===== src/rtl/quant_block_scheduler.sv =====
// Shares one FP multiplier and coefficient-table pair between the Y/Cb/Cr streams,
// granting whole 64-beat blocks round-robin and re-tagging the delayed products.
module quant_block_scheduler #(
  parameter int unsigned DW      = 32,
  parameter int unsigned MUL_LAT = 1
) (
  input  logic              clk,
  input  logic              rst,
  input  logic [2:0]        req,
  input  logic [2:0]        in_valid,
  input  logic [3*DW-1:0]   in_data,
  output logic [2:0]        in_ready,
  input  logic              mode,
  output logic [1:0]        tbl_sel,
  output logic [2:0]        tbl_row,
  output logic [2:0]        tbl_col,
  output logic [DW-1:0]     mul_a,
  input  logic [DW-1:0]     mul_res,
  output logic              out_valid,
  output logic [DW-1:0]     out_data,
  output logic [1:0]        out_chan,
  output logic [5:0]        out_idx,
  output logic              out_last,
  output logic [2:0]        grant,
  output logic              busy
);

  localparam int unsigned IDX_W  = 6;
  localparam int unsigned CHAN_W = 2;

  typedef enum logic {IDLE, BUSY} state_t;

  state_t            state, state_nx;
  logic [2:0]        grant_q, grant_nx;
  logic [CHAN_W-1:0] ptr_q, ptr_nx;
  logic              mode_q, mode_nx;
  logic [IDX_W-1:0]  cnt_q, cnt_nx;
  logic [CHAN_W-1:0] chan_c;
  logic [CHAN_W-1:0] win_c;
  logic              beat_c;
  logic              is_busy;

  logic              pv    [MUL_LAT];
  logic [CHAN_W-1:0] pchan [MUL_LAT];
  logic [IDX_W-1:0]  pidx  [MUL_LAT];
  logic              plast [MUL_LAT];

  // First requesting channel after ptr in Y->Cb->Cr order; the channel at ptr comes last.
  function automatic logic [CHAN_W-1:0] rr_pick(input logic [CHAN_W-1:0] ptr, input logic [2:0] r);
    logic [CHAN_W-1:0] w;
    int unsigned       i;
    w = ptr;
    for (int unsigned k = 3; k >= 1; k--) begin
      i = (32'(ptr) + k) % 3;
      if (r[i]) w = CHAN_W'(i);
    end
    return w;
  endfunction

  always_comb begin
    chan_c = 2'd0;
    if (grant_q[1]) chan_c = 2'd1;
    if (grant_q[2]) chan_c = 2'd2;
  end

  assign is_busy = (state == BUSY);
  assign win_c   = rr_pick(ptr_q, req);
  assign beat_c  = is_busy && ((in_valid & grant_q) != 3'b000);

  assign busy     = is_busy;
  assign grant    = grant_q;
  assign in_ready = is_busy ? grant_q : 3'b000;
  assign tbl_sel  = is_busy ? {mode_q, grant_q[1] | grant_q[2]} : 2'b00;
  assign tbl_row  = cnt_q[2:0];
  assign tbl_col  = cnt_q[5:3];
  assign mul_a    = is_busy ? in_data[32'(chan_c)*DW +: DW] : '0;

  always_ff @(posedge clk or posedge rst) begin
    if (rst) begin
      state   <= IDLE;
      grant_q <= 3'b000;
      ptr_q   <= 2'd2;
      mode_q  <= 1'b0;
      cnt_q   <= '0;
    end else begin
      state   <= state_nx;
      grant_q <= grant_nx;
      ptr_q   <= ptr_nx;
      mode_q  <= mode_nx;
      cnt_q   <= cnt_nx;
    end
  end

  // Grant on any request from IDLE; on the final beat re-grant in the same edge or drop to IDLE.
  always_comb begin
    state_nx = state;
    grant_nx = grant_q;
    ptr_nx   = ptr_q;
    mode_nx  = mode_q;
    cnt_nx   = cnt_q;
    unique case (state)
      IDLE: begin
        if (req != 3'b000) begin
          state_nx = BUSY;
          grant_nx = 3'(1) << win_c;
          ptr_nx   = win_c;
          mode_nx  = mode;
          cnt_nx   = '0;
        end
      end
      BUSY: begin
        if (beat_c) begin
          cnt_nx = cnt_q + IDX_W'(1);
          if (cnt_q == IDX_W'(63)) begin
            if (req != 3'b000) begin
              grant_nx = 3'(1) << win_c;
              ptr_nx   = win_c;
              mode_nx  = mode;
            end else begin
              state_nx = IDLE;
              grant_nx = 3'b000;
            end
          end
        end
      end
      default: state_nx = IDLE;
    endcase
  end

  // Tag pipeline matching the external multiply + table latency.
  always_ff @(posedge clk or posedge rst) begin
    if (rst) begin
      for (int i = 0; i < int'(MUL_LAT); i++) begin
        pv[i]    <= 1'b0;
        pchan[i] <= '0;
        pidx[i]  <= '0;
        plast[i] <= 1'b0;
      end
    end else begin
      pv[0]    <= beat_c;
      pchan[0] <= chan_c;
      pidx[0]  <= cnt_q;
      plast[0] <= (cnt_q == IDX_W'(63));
      for (int i = 1; i < int'(MUL_LAT); i++) begin
        pv[i]    <= pv[i-1];
        pchan[i] <= pchan[i-1];
        pidx[i]  <= pidx[i-1];
        plast[i] <= plast[i-1];
      end
    end
  end

  assign out_valid = pv[MUL_LAT-1];
  assign out_chan  = pchan[MUL_LAT-1];
  assign out_idx   = pidx[MUL_LAT-1];
  assign out_last  = plast[MUL_LAT-1];
  assign out_data  = mul_res;

endmodule


===== config.mk =====
export PLATFORM = sky130hd
export DESIGN_NAME = quant_block_scheduler
export DESIGN_NICKNAME = d
export VERILOG_FILES = /design/src/rtl/quant_block_scheduler.sv
export SDC_FILE = /design/constraint.sdc
export NUM_CORES = 1
export LEC_CHECK = 0
export CORE_AREA = 2 2 89 91
export DETAILED_ROUTE_END_ITERATION = 10
export DIE_AREA = 0 0 91 93
export GPL_ROUTABILITY_DRIVEN = 0
export PLACE_DENSITY = 0.89
export REMOVE_ABC_BUFFERS = 1
export SLEW_MARGIN = 20
export SYNTH_ARGS = -nofsm -noshare
export SYNTH_HDL_FRONTEND = slang
export SYNTH_SLANG_ARGS = --single-unit

===== constraint.sdc =====
create_clock -name clk -period 5.6 [get_ports clk]
set_input_delay 1.4 -clock clk [delete_from_list [all_inputs] [get_ports clk]]
set_output_delay 1.4 -clock clk [all_outputs]
set_load 0.02 [all_outputs]

==> Word-level counts from Yosys, hierarchy flattened <==
Index checks and enable logic that the tools add are counted.
{ "totals": {"regBits": 23, "wordCells": 68} }
{ "op_classes": {"n_addsub": 4, "n_div": 3, "n_lt_le_gt_ge": 3, "eq_ne": 4, "n_shift": 2, "n_mux": 34, "bitwise_logic": 3, "n_reduce_logical": 6} }
{ "ops": {"columns": ["operator", "count"], "rows": [
  ["32-bit by 3-bit less-than comparator with 1-bit output (second input constant)", 3],
  ["32-bit by 2-bit remainder unit with 32-bit output (second input constant)", 3],
  ["96-bit by 8-bit variable part select with 32-bit output", 1],
  ["32-bit two-way mux", 1],
  ["2-bit two-way mux", 8],
  ["3-bit two-way mux", 5],
  ["6-bit two-way mux", 2],
  ["6-bit case mux with 2 select lines", 1],
  ["1-bit two-way mux", 10],
  ["2-bit by 2-bit adder with 3-bit output (second input constant)", 2],
  ["6-bit by 1-bit adder with 6-bit output (second input constant)", 1],
  ["1-bit binary-select mux with 2-bit select", 3],
  ["6-bit == test (second input constant)", 1],
  ["3-bit case mux with 2 select lines", 1],
  ["3-bit nonzero test", 2],
  ["2-bit by 1-bit inequality test with 1-bit output (second input constant)", 2],
  ["1-bit case mux with 2 select lines", 2],
  ["2-bit case mux with 2 select lines", 1],
  ["2-bit AND reduction", 2],
  ["2-bit by 1-bit adder with 3-bit output (second input constant)", 1],
  ["3-bit AND", 1],
  ["3-bit AND reduction", 1],
  ["1-bit by 2-bit << shifter with 3-bit output (first input constant)", 1],
  ["2-bit inequality test (second input constant)", 1],
  ["other kinds (3)", 3]
]} }

==> Logic depth before layout (Yosys ltp) <==
Gate-level depths: netlist of the first run.
{ "logic_depth": {"word_depth": 12, "mapped_depth": 8} }

==> Worst setup path before layout of the first run <==
OpenSTA, ideal clock, no wires.
{ "synth_timing": {"path_kind": "input to output", "startpoint": "input in_data[55]", "endpoint": "output mul_a[23]", "arrival_time_ns": 1.800, "t_required_ns": 4.200, "setup_slack_ns": 2.400, "stages": 3, "n_path_buf": 0, "path_cell_list": "mux2i_1 -> o21ai_0 -> and2_1"} }
{ "synth_via": {"elab_chain_cells": 2} }
{ "synth_lines": {"columns": ["element", "line", "text"], "rows": [
  ["start, declared", "11", "input logic [3*DW-1:0] in_data,"],
  ["96-bit by 8-bit variable part select with 32-bit output", "76", "assign mul_a = is_busy ? in_data[32'(chan_c)*DW +: DW] : '0;"],
  ["32-bit two-way mux", "76", null],
  ["end, declared", "17", "output logic [DW-1:0] mul_a,"]
]} }
Every way passes these cells.

==> Worst setup path in the final report of the first run <==
{ "layout_timing": {"startpoint": "input in_data[63]", "endpoint": "output mul_a[31]"} }
The elaborated chain is that of the path after synthesis.

==> flow_summary.json, run 1 <==
{
  "finalSetupViolCount": 0,
  "clockBufferDepth": 2,
  "die_w_um": 91,
  "cts_hold_buffers": 0,
  "power_density_nw_per_um2": 186,
  "std_cell_rows": 32,
  "timing.final.crit_share": 0.771,
  "fin_crit_ps": 4320,
  "yosys_register_bits": 23,
  "vias": 2392,
  "track_usage": 0.224,
  "synth_cell_types": 37,
  "ant_nets": 0,
  "grt_start_max_net_pins": 71,
  "area_growth_pct": 68.1,
  "hold_violations": 0,
  "grt_pass1_vias": 2308,
  "final_area_um2": 3670,
  "max_freq_ghz": 0.232,
  "worstPathArrival_ps": 2920,
  "cts-root-buf": "clkbuf_8",
  "cts_made_buffers": 3,
  "ios": 226,
  "wirelength_um": 10000,
  "hold_slack_ps": 467,
  "antenna_found_initial": 0,
  "clock-sinks": 23,
  "pre_cts_slack_ps": 1270,
  "ys_seq_area_frac": 0.264,
  "rsz0062_at_grt": "false",
  "cp_data_required_time_ps": 4200,
  "netlist_area_um2": 2180,
  "dieArea_um2": 8460,
  "leakage_nw": 1.38,
  "path_clk_slew_ps": 70,
  "start_kind": "primary input",
  "post_cts_buffers": 0,
  "worstSetupPathType": "in2out",
  "fin_ws_ps": 1280,
  "grt_pass1_wl_um": 14200,
  "drive_gt1_frac": 0.0330,
  "drc": 0,
  "cts_tree": "yes",
  "maxCapViolCount": 0,
  "post-dp-hpwl_um": 8330,
  "placedCellCount": 491,
  "portBuffers": 161,
  "firstDrtPassIters": 4,
  "fin_util": 0.488,
  "drt_iter0_drc": 87,
  "grt_overflow": 0,
  "clock_latency_ps": 260,
  "syn-instance-count": 277,
  "max_slew_margin": 0.287,
  "via_per_inst": 4.82,
  "worstMarginPinSlew_ps": 1070,
  "tns_ps": 0,
  "power.total_uw": 682,
  "status": "finished clean",
  "yosys_warnings": 0,
  "start_util": 0.290,
  "maxSlewViolCount": 0,
  "fp.dieH_um": 93,
  "nNetsFinal": 536,
  "cts.repair.resized": 0,
  "peakVddDrop_mv": 0.105,
  "cp-end-kind": "primary output",
  "core_area_um2": 7530,
  "diodes": 0,
  "wl_per_cell_um": 20.2,
  "syn_area_per_cell_um2": 7.88,
  "cp_max_fo": 1,
  "finalClockSkew_ps": 3.20,
  "cts_max_level": 1,
  "hold_path_class": "reg2reg",
  "place_area_um2": 3600,
  "instances_no_fill": 496
}
==> layer usage <==
| metal | up-vias | wire, um | global-route usage |
|---|---|---|---|
| li1 | 1142 | - | - |
| met1 | 1052 | 2690 | 0.176 |
| met2 | 165 | 4940 | 0.402 |
| met3 | 31 | 1560 | 0.137 |
| met4 | 2 | 736 | 0.145 |
| met5 | - | 81 | 0.0769 |
==> worst max-delay path: stages <==
cell and delay (ps):
clkdlybuf4s50_1 460, mux2i_1 70, o21ai_0 210, and2_1 150, clkdlybuf4s50_1 630
==> final cells by class <==
cell class / count / area (um2)
clock buffer: 4 / 45.0
tap: 102 / 128
sequential: 23 / 581
multi-input combinational: 198 / 1260
fill: 721 / 3860
timing repair buffer: 162 / 1630
inverter: 7 / 26.3
==> flip-flops by register name, summed over array words and instances, names as in the netlist <==
| register | count |
|---|---|
| out_chan | 2 |
| out_valid | 1 |
| grant | 3 |
| out_last | 1 |
| cnt_q | 6 |
| mode_q | 1 |
| out_idx | 6 |
| busy | 1 |
| ptr_q | 2 |
==> logic make-up (layout without fill, tap and decap cells) <==
family                     count (synthesis)  count (layout)  synth area share
xor gates and xnor gates                   2               2           0.00802
and+or+nand+nor                           98              98             0.221
muxes                                     36              36             0.166
AOI/OAI and AO/OA                         58              58             0.159
buffers and inverters                     56             173             0.159
DFF                                       23              23             0.264
adders and majority gates                  4               4            0.0229
==> placed cells by master (no fill, tap or decap), drive strengths merged, types with 2 or more instances in the layout <==
cell | synthesis | routed
inv | 7 | 7
a211oi | 2 | 2
mux2i | 34 | 34
a21oi | 3 | 3
o31ai | 4 | 4
clkbuf | 8 | 4
nand2b | 2 | 2
nor3 | 2 | 2
nand3 | 4 | 4
clkdlybuf4s50 | 0 | 161
a32o | 2 | 2
nor2b | 2 | 2
o21ai | 40 | 40
mux2 | 2 | 2
o22a | 2 | 2
nand2 | 41 | 41
nor2 | 8 | 8
ha | 4 | 4
and2 | 37 | 37
dfrtp | 22 | 22
==> where the power goes <==
| part | internal, mW | switching (mW) | total, mW |
|---|---|---|---|
| clock | 0.0506 | 0.0482 | 0.0988 |
| combinational | 0.204 | 0.150 | 0.354 |
| sequential | 0.195 | 0.0346 | 0.229 |
==> synth_stat cells, drive strengths merged <==
cell | instances | area (um2)
a211oi | 2 | 15.0
a21boi | 1 | 7.51
a21o | 1 | 7.51
a21oi | 3 | 18.8
a222oi | 1 | 10.0
a32o | 2 | 20.0
and2 | 37 | 231
buf | 41 | 290
clkbuf | 8 | 30.0
dfrtp | 22 | 551
dfstp | 1 | 26.3
ha | 4 | 50.1
inv | 7 | 26.3
mux2 | 2 | 22.5
mux2i | 34 | 340
nand2 | 41 | 154
nand2b | 2 | 12.5
nand3 | 4 | 20.0
nand4 | 1 | 6.26
nor2 | 8 | 30.0
nor2b | 2 | 12.5
nor3 | 2 | 10.0
o21ai | 40 | 200
o22a | 2 | 17.5
o22ai | 1 | 6.26
o31a | 1 | 8.76
o31ai | 4 | 35.0
or2 | 1 | 6.26
xnor2 | 1 | 8.76
xor2 | 1 | 8.76
==> path summary, 6_finish.rpt <==
kind / startpoint / end / slack (ps) / depth (start not counted)
max in group asynchronous: rst / grant[1]$_DFFE_PP0P_ / 3410 / 2
max reg2reg: grant[1]$_DFFE_PP0P_ / ptr_q[0]$_DFFE_PP0P_ / 3150 / 5
min: cnt_q[1]$_DFFE_PP0P_ / out_idx[1]$_DFF_PP0_ / 470 / 0
min reg2reg: cnt_q[1]$_DFFE_PP0P_ / out_idx[1]$_DFF_PP0_ / 470 / 0
min in group asynchronous: rst / mode_q$_DFFE_PP0P_ / 1620 / 2
max: in_data[63] / mul_a[31] / 1280 / 5
No activity file was read; power rests on OpenSTA's default activity.
==> inputs of run 2 (changes only) <==
--- a/config.mk
+++ b/config.mk
@@ -5,11 +5,11 @@
 export SDC_FILE = /design/constraint.sdc
 export NUM_CORES = 1
 export LEC_CHECK = 0
-export CORE_AREA = 2 2 89 91
+export CORE_MARGIN = 1
+export CORE_UTILIZATION = 29
 export DETAILED_ROUTE_END_ITERATION = 10
-export DIE_AREA = 0 0 91 93
 export GPL_ROUTABILITY_DRIVEN = 0
-export PLACE_DENSITY = 0.89
+export PLACE_DENSITY = 0.88
 export REMOVE_ABC_BUFFERS = 1
 export SLEW_MARGIN = 20
 export SYNTH_ARGS = -nofsm -noshare
==> constraint.sdc (replaced) <==
create_clock -name clk -period 4.5 [get_ports clk]
set_input_delay 1.125 -clock clk [delete_from_list [all_inputs] [get_ports clk]]
set_output_delay 1.125 -clock clk [all_outputs]
set_load 0.02 [all_outputs]
==> run 2 against run 1 <==
Compared with the run above: design area rose by 0.37%; combinational power rose by 26%; wire length rose by 6.1%; worst hold slack got worse by 4.2 ps; critical path depth did not move; non-clock buffer count rose by 4.
==> flow_summary.json, run 2 (same netlist as run 1, synthesis figures left out) <==
{
  "cts-root-buf": "clkbuf_8",
  "maxSlewViolCount": 0,
  "timing.final.crit_share": 0.823,
  "maxCapViolCount": 0,
  "multiInputGateArea_um2": 1260,
  "post_cts_buffers": 0,
  "cp_data_required_time_ps": 3380,
  "cts_tree": "yes",
  "portBuffers": 161,
  "clock-sinks": 23,
  "ios": 226,
  "hold_slack_ps": 462,
  "worstSetupPathType": "in2out",
  "wl_per_cell_um": 21.4,
  "antenna_found_initial": 0,
  "start_kind": "primary input",
  "peakVddDrop_mv": 0.137,
  "cp_max_fo": 1,
  "wirelength_um": 10600,
  "n_fill_cell": 702,
  "nNetsFinal": 540,
  "clockBufferDepth": 2,
  "hold_violations": 0,
  "final_common_cell": "clkdlybuf4s50_1",
  "vias": 2440,
  "area_growth_pct": 68.8,
  "internal_power_uw": 559,
  "drt_iter0_drc": 119,
  "diodes": 0,
  "sw_frac_of_total": 0.347,
  "cts_max_level": 1,
  "path_clk_slew_ps": 80,
  "die_w_um": 88.8,
  "core_area_um2": 7250,
  "clock_latency_ps": 260,
  "fp.dieH_um": 88.8,
  "rsz0062_at_grt": "false",
  "worstMarginPinSlew_ps": 844,
  "cts_made_buffers": 3,
  "power_density_nw_per_um2": 232,
  "ant_nets": 0,
  "start_util": 0.301,
  "cp-end-kind": "primary output",
  "cts_hold_buffers": 0,
  "cts.repair.resized": 0,
  "combPwrFrac": 0.522,
  "hold_path_class": "reg2reg",
  "post-dp-hpwl_um": 9070,
  "worstPathArrival_ps": 2580,
  "track_usage": 0.259,
  "max_freq_ghz": 0.270,
  "drc": 0,
  "p_sw_uw": 296,
  "clkPwrFrac": 0.148,
  "firstDrtPassIters": 5,
  "final_cell_mix": "clkdlybuf4s50_1 (161), nand2_1 (41), o21ai_0 (38)",
  "status": "finished clean",
  "via_per_inst": 4.91,
  "fin_crit_ps": 3700,
  "std_cell_rows": 31,
  "tns_ps": 0,
  "drive_gt1_frac": 0.0427,
  "finalSetupViolCount": 0,
  "dieArea_um2": 7880,
  "power.share.sequential": 0.331,
  "finalClockSkew_ps": 5.52,
  "grt_overflow": 0,
  "max_slew_margin": 0.437,
  "grt_pass1_wl_um": 14100,
  "grt_pass1_vias": 2253,
  "leakage_nw": 1.40,
  "regArea_um2": 579,
  "grt_start_max_net_pins": 29
}
==> run 2: cell count changes in the layout (fill, tap and decap cells not counted), sizes merged <==
cell / before / now
clkbuf: 4 / 3
buf: 1 / 5
clkinv: 0 / 1
==> run 2: critical path, stage by stage <==
cell and delay [ps]:
clkdlybuf4s50_1 470, mux2i_1 60, o21ai_0 160, and2_1 140, clkdlybuf4s50_1 620
==> run 2: metal layers <==
metal  GRT usage  part of all wire  up-vias
met5      0.0779            0.0067        -
met4       0.170             0.071        2
met3       0.177              0.17       28
met2       0.460              0.49      171
met1       0.195              0.26     1092
li1            -                 -     1147
==> run 2: worst paths after layout <==
check,slack [ps],start,endpoint,depth (start not counted)
worst max-delay path,800,in_data[38],mul_a[6],5
worst min-delay path,460,cnt_q[1]$_DFFE_PP0P_,out_idx[1]$_DFF_PP0_,0
worst max register to register,1990,grant[1]$_DFFE_PP0P_,ptr_q[0]$_DFFE_PP0P_,6
worst min register to register,460,cnt_q[1]$_DFFE_PP0P_,out_idx[1]$_DFF_PP0_,0
max in group asynchronous,2600,rst,grant[2]$_DFFE_PP0P_,2
min in group asynchronous,1330,rst,out_last$_DFF_PP0_,2
==> run 2: through the flow <==
| stage | setup WS [ps] | cells | total power, mW | utilization | area, um2 |
|---|---|---|---|---|---|
| 2_1_floorplan | 1370 | 228 | 0.476 | - | 1860 |
| 3_3_place_gp | 814 | 493 | 0.722 | 0.502 | 3640 |
| 3_5_place_dp | 791 | 493 | 0.734 | 0.502 | 3640 |
| 4_1_cts | 790 | 497 | 0.862 | 0.508 | 3680 |
| 5_1_grt | 684 | 497 | 0.906 | 0.508 | 3680 |
| 6_report | 798 | 497 | 0.855 | 0.508 | 3680 |
==> run 2: power groups by stage <==
stage	Sequential, mW	Combinational, mW	Clock (mW)
2_1_floorplan	0.325	0.151	0
3_3_place_gp	0.285	0.436	0
3_5_place_dp	0.287	0.447	0
4_1_cts	0.283	0.448	0.130
5_1_grt	0.289	0.478	0.139
6_report	0.283	0.446	0.126
==> run 2: layout make-up <==
class,count,area share
timing repair buffer,166,0.448
clock inverter,1,0.00136
multi-input combinational,198,0.342
clock buffer,3,0.0112
tap,99,0.0336
inverter,7,0.00713
sequential,23,0.157
==> inputs of run 3 (changes only) <==
--- a/config.mk
+++ b/config.mk
@@ -6,10 +6,10 @@
 export NUM_CORES = 1
 export LEC_CHECK = 0
 export CORE_MARGIN = 1
-export CORE_UTILIZATION = 29
+export CORE_UTILIZATION = 27
 export DETAILED_ROUTE_END_ITERATION = 10
 export GPL_ROUTABILITY_DRIVEN = 0
-export PLACE_DENSITY = 0.88
+export PLACE_DENSITY = 0.86
 export REMOVE_ABC_BUFFERS = 1
 export SLEW_MARGIN = 20
 export SYNTH_ARGS = -nofsm -noshare
==> constraint.sdc (replaced) <==
create_clock -name clk -period 3.25 [get_ports clk]
set_input_delay 0.8125 -clock clk [delete_from_list [all_inputs] [get_ports clk]]
set_output_delay 0.8125 -clock clk [all_outputs]
set_load 0.02 [all_outputs]
==> run 3 against run 2 <==
Compared with the run above: global-route usage is 1.2 points lower; die area is 7.2% higher; setup slack worse by 650 ps; clock power is 37% higher; highest routed layer unchanged.
==> flow_summary.json, run 3 (same netlist as run 1, synthesis figures left out) <==
{
  "dieArea_um2": 8450,
  "place_area_um2": 3660,
  "cts_hold_buffers": 0,
  "worst-r2r-setup-slack_ps": 1100,
  "final_cell_mix": "clkdlybuf4s50_1 (161), nand2_1 (41), o21ai_0 (38)",
  "placedCellCount": 497,
  "hold_slack_ps": 463,
  "grt_pass1_wl_um": 15000,
  "fin_crit_ps": 3100,
  "start_kind": "primary input",
  "grt_start_max_net_pins": 49,
  "min_to": "out_idx[4]$_DFF_PP0_",
  "reg2reg_from": "grant[1]$_DFFE_PP0P_",
  "cp-end-kind": "primary output",
  "clock_latency_ps": 260,
  "cts-root-buf": "clkbuf_8",
  "wirelength_um": 10700,
  "final_area_um2": 3710,
  "worstMarginPinSlew_ps": 854,
  "instances_no_fill": 501,
  "post_cts_buffers": 0,
  "holdPathStages": 0,
  "core_area_um2": 7770,
  "cts_tree": "yes",
  "hold_violations": 0,
  "path_clk_slew_ps": 80,
  "area_growth_pct": 69.9,
  "grt_pass1_vias": 2302,
  "firstDrtPassIters": 4,
  "timing.rr.end": "ptr_q[0]$_DFFE_PP0P_",
  "die_w_um": 91.9,
  "tns_ps": 0,
  "finalClockSkew_ps": 0.957,
  "cts.repair.resized": 0,
  "wl_per_cell_um": 21.4,
  "std_cell_rows": 32,
  "maxSlewViolCount": 0,
  "portBuffers": 161,
  "post-dp-hpwl_um": 9310,
  "maxCapViolCount": 0,
  "cp_data_required_time_ps": 2440,
  "cts_max_level": 1,
  "via_per_inst": 4.74,
  "timing.final.crit_share": 0.954,
  "ios": 226,
  "diodes": 0,
  "vias": 2374,
  "nNetsFinal": 541,
  "antenna_found_initial": 0,
  "rsz0062_at_grt": "false",
  "power_density_nw_per_um2": 319,
  "worstPathArrival_ps": 2290,
  "grt_overflow": 0,
  "leakage_nw": 1.41,
  "final_common_cell": "clkdlybuf4s50_1",
  "drc": 0,
  "hp-start": "cnt_q[4]$_DFFE_PP0P_",
  "ant_nets": 0,
  "clockBufferDepth": 2,
  "start_util": 0.281,
  "worstSetupPathType": "in2out",
  "cts_made_buffers": 3,
  "peakVddDrop_mv": 0.163,
  "max_freq_ghz": 0.322,
  "power.total_mw": 1.18,
  "max_slew_margin": 0.430,
  "finalSetupViolCount": 0,
  "clock-sinks": 23,
  "status": "finished clean",
  "cp_max_fo": 1,
  "drt_iter0_drc": 71,
  "drive_gt1_frac": 0.0451,
  "fp.dieH_um": 91.9,
  "hold_path_class": "reg2reg",
  "track_usage": 0.247,
  "worst_r2r_path_depth": 6
}
## run 3: layer usage
| metal | up-vias | wire length (um) | GRT usage |
|---|---|---|---|
| met5 | - | 78 | 0.0705 |
| met4 | 2 | 552 | 0.100 |
| met3 | 22 | 1660 | 0.160 |
| met1 | 1059 | 2830 | 0.191 |
| met2 | 137 | 5610 | 0.468 |
| li1 | 1154 | - | - |
## run 3: through the flow
stage,setup slack (ps),utilization
finish,149,0.477
global route,79.4,0.477
CTS,149,0.477
detailed placement,146,0.471
global placement,122,0.471
floorplan,436,-
## run 3: worst max-delay path by stage
stage          cells after the start            startpoint        end
2_1_floorplan                      3  grant[1]$_DFFE_PP0P_   mul_a[0]
3_3_place_gp                       5           in_data[28]  mul_a[28]
3_5_place_dp                       5           in_data[28]  mul_a[28]
4_1_cts                            5           in_data[28]  mul_a[28]
5_1_grt                            5           in_data[45]  mul_a[13]
6_report                           5           in_data[28]  mul_a[28]
## run 3: worst max-delay path, stage by stage
cell and delay, ps:
clkdlybuf4s50_1 510, mux2i_1 70, o21ai_0 150, and2_1 150
clkdlybuf4s50_1 600
## run 3: cell type report
type / count / area (um2)
timing repair buffer: 167 / 1670
clock inverter: 1 / 5.00
sequential: 23 / 579
clock buffer: 3 / 41.3
tap: 102 / 128
fill: 731 / 4060
inverter: 7 / 26.3
multi-input combinational: 198 / 1260
## run 3: where the power goes
part | internal [mW] | switching [mW] | total [mW]
clock network | 0.0854 | 0.0862 | 0.172
logic | 0.353 | 0.279 | 0.633
registers | 0.335 | 0.0425 | 0.378
total | 0.774 | 0.408 | 1.18
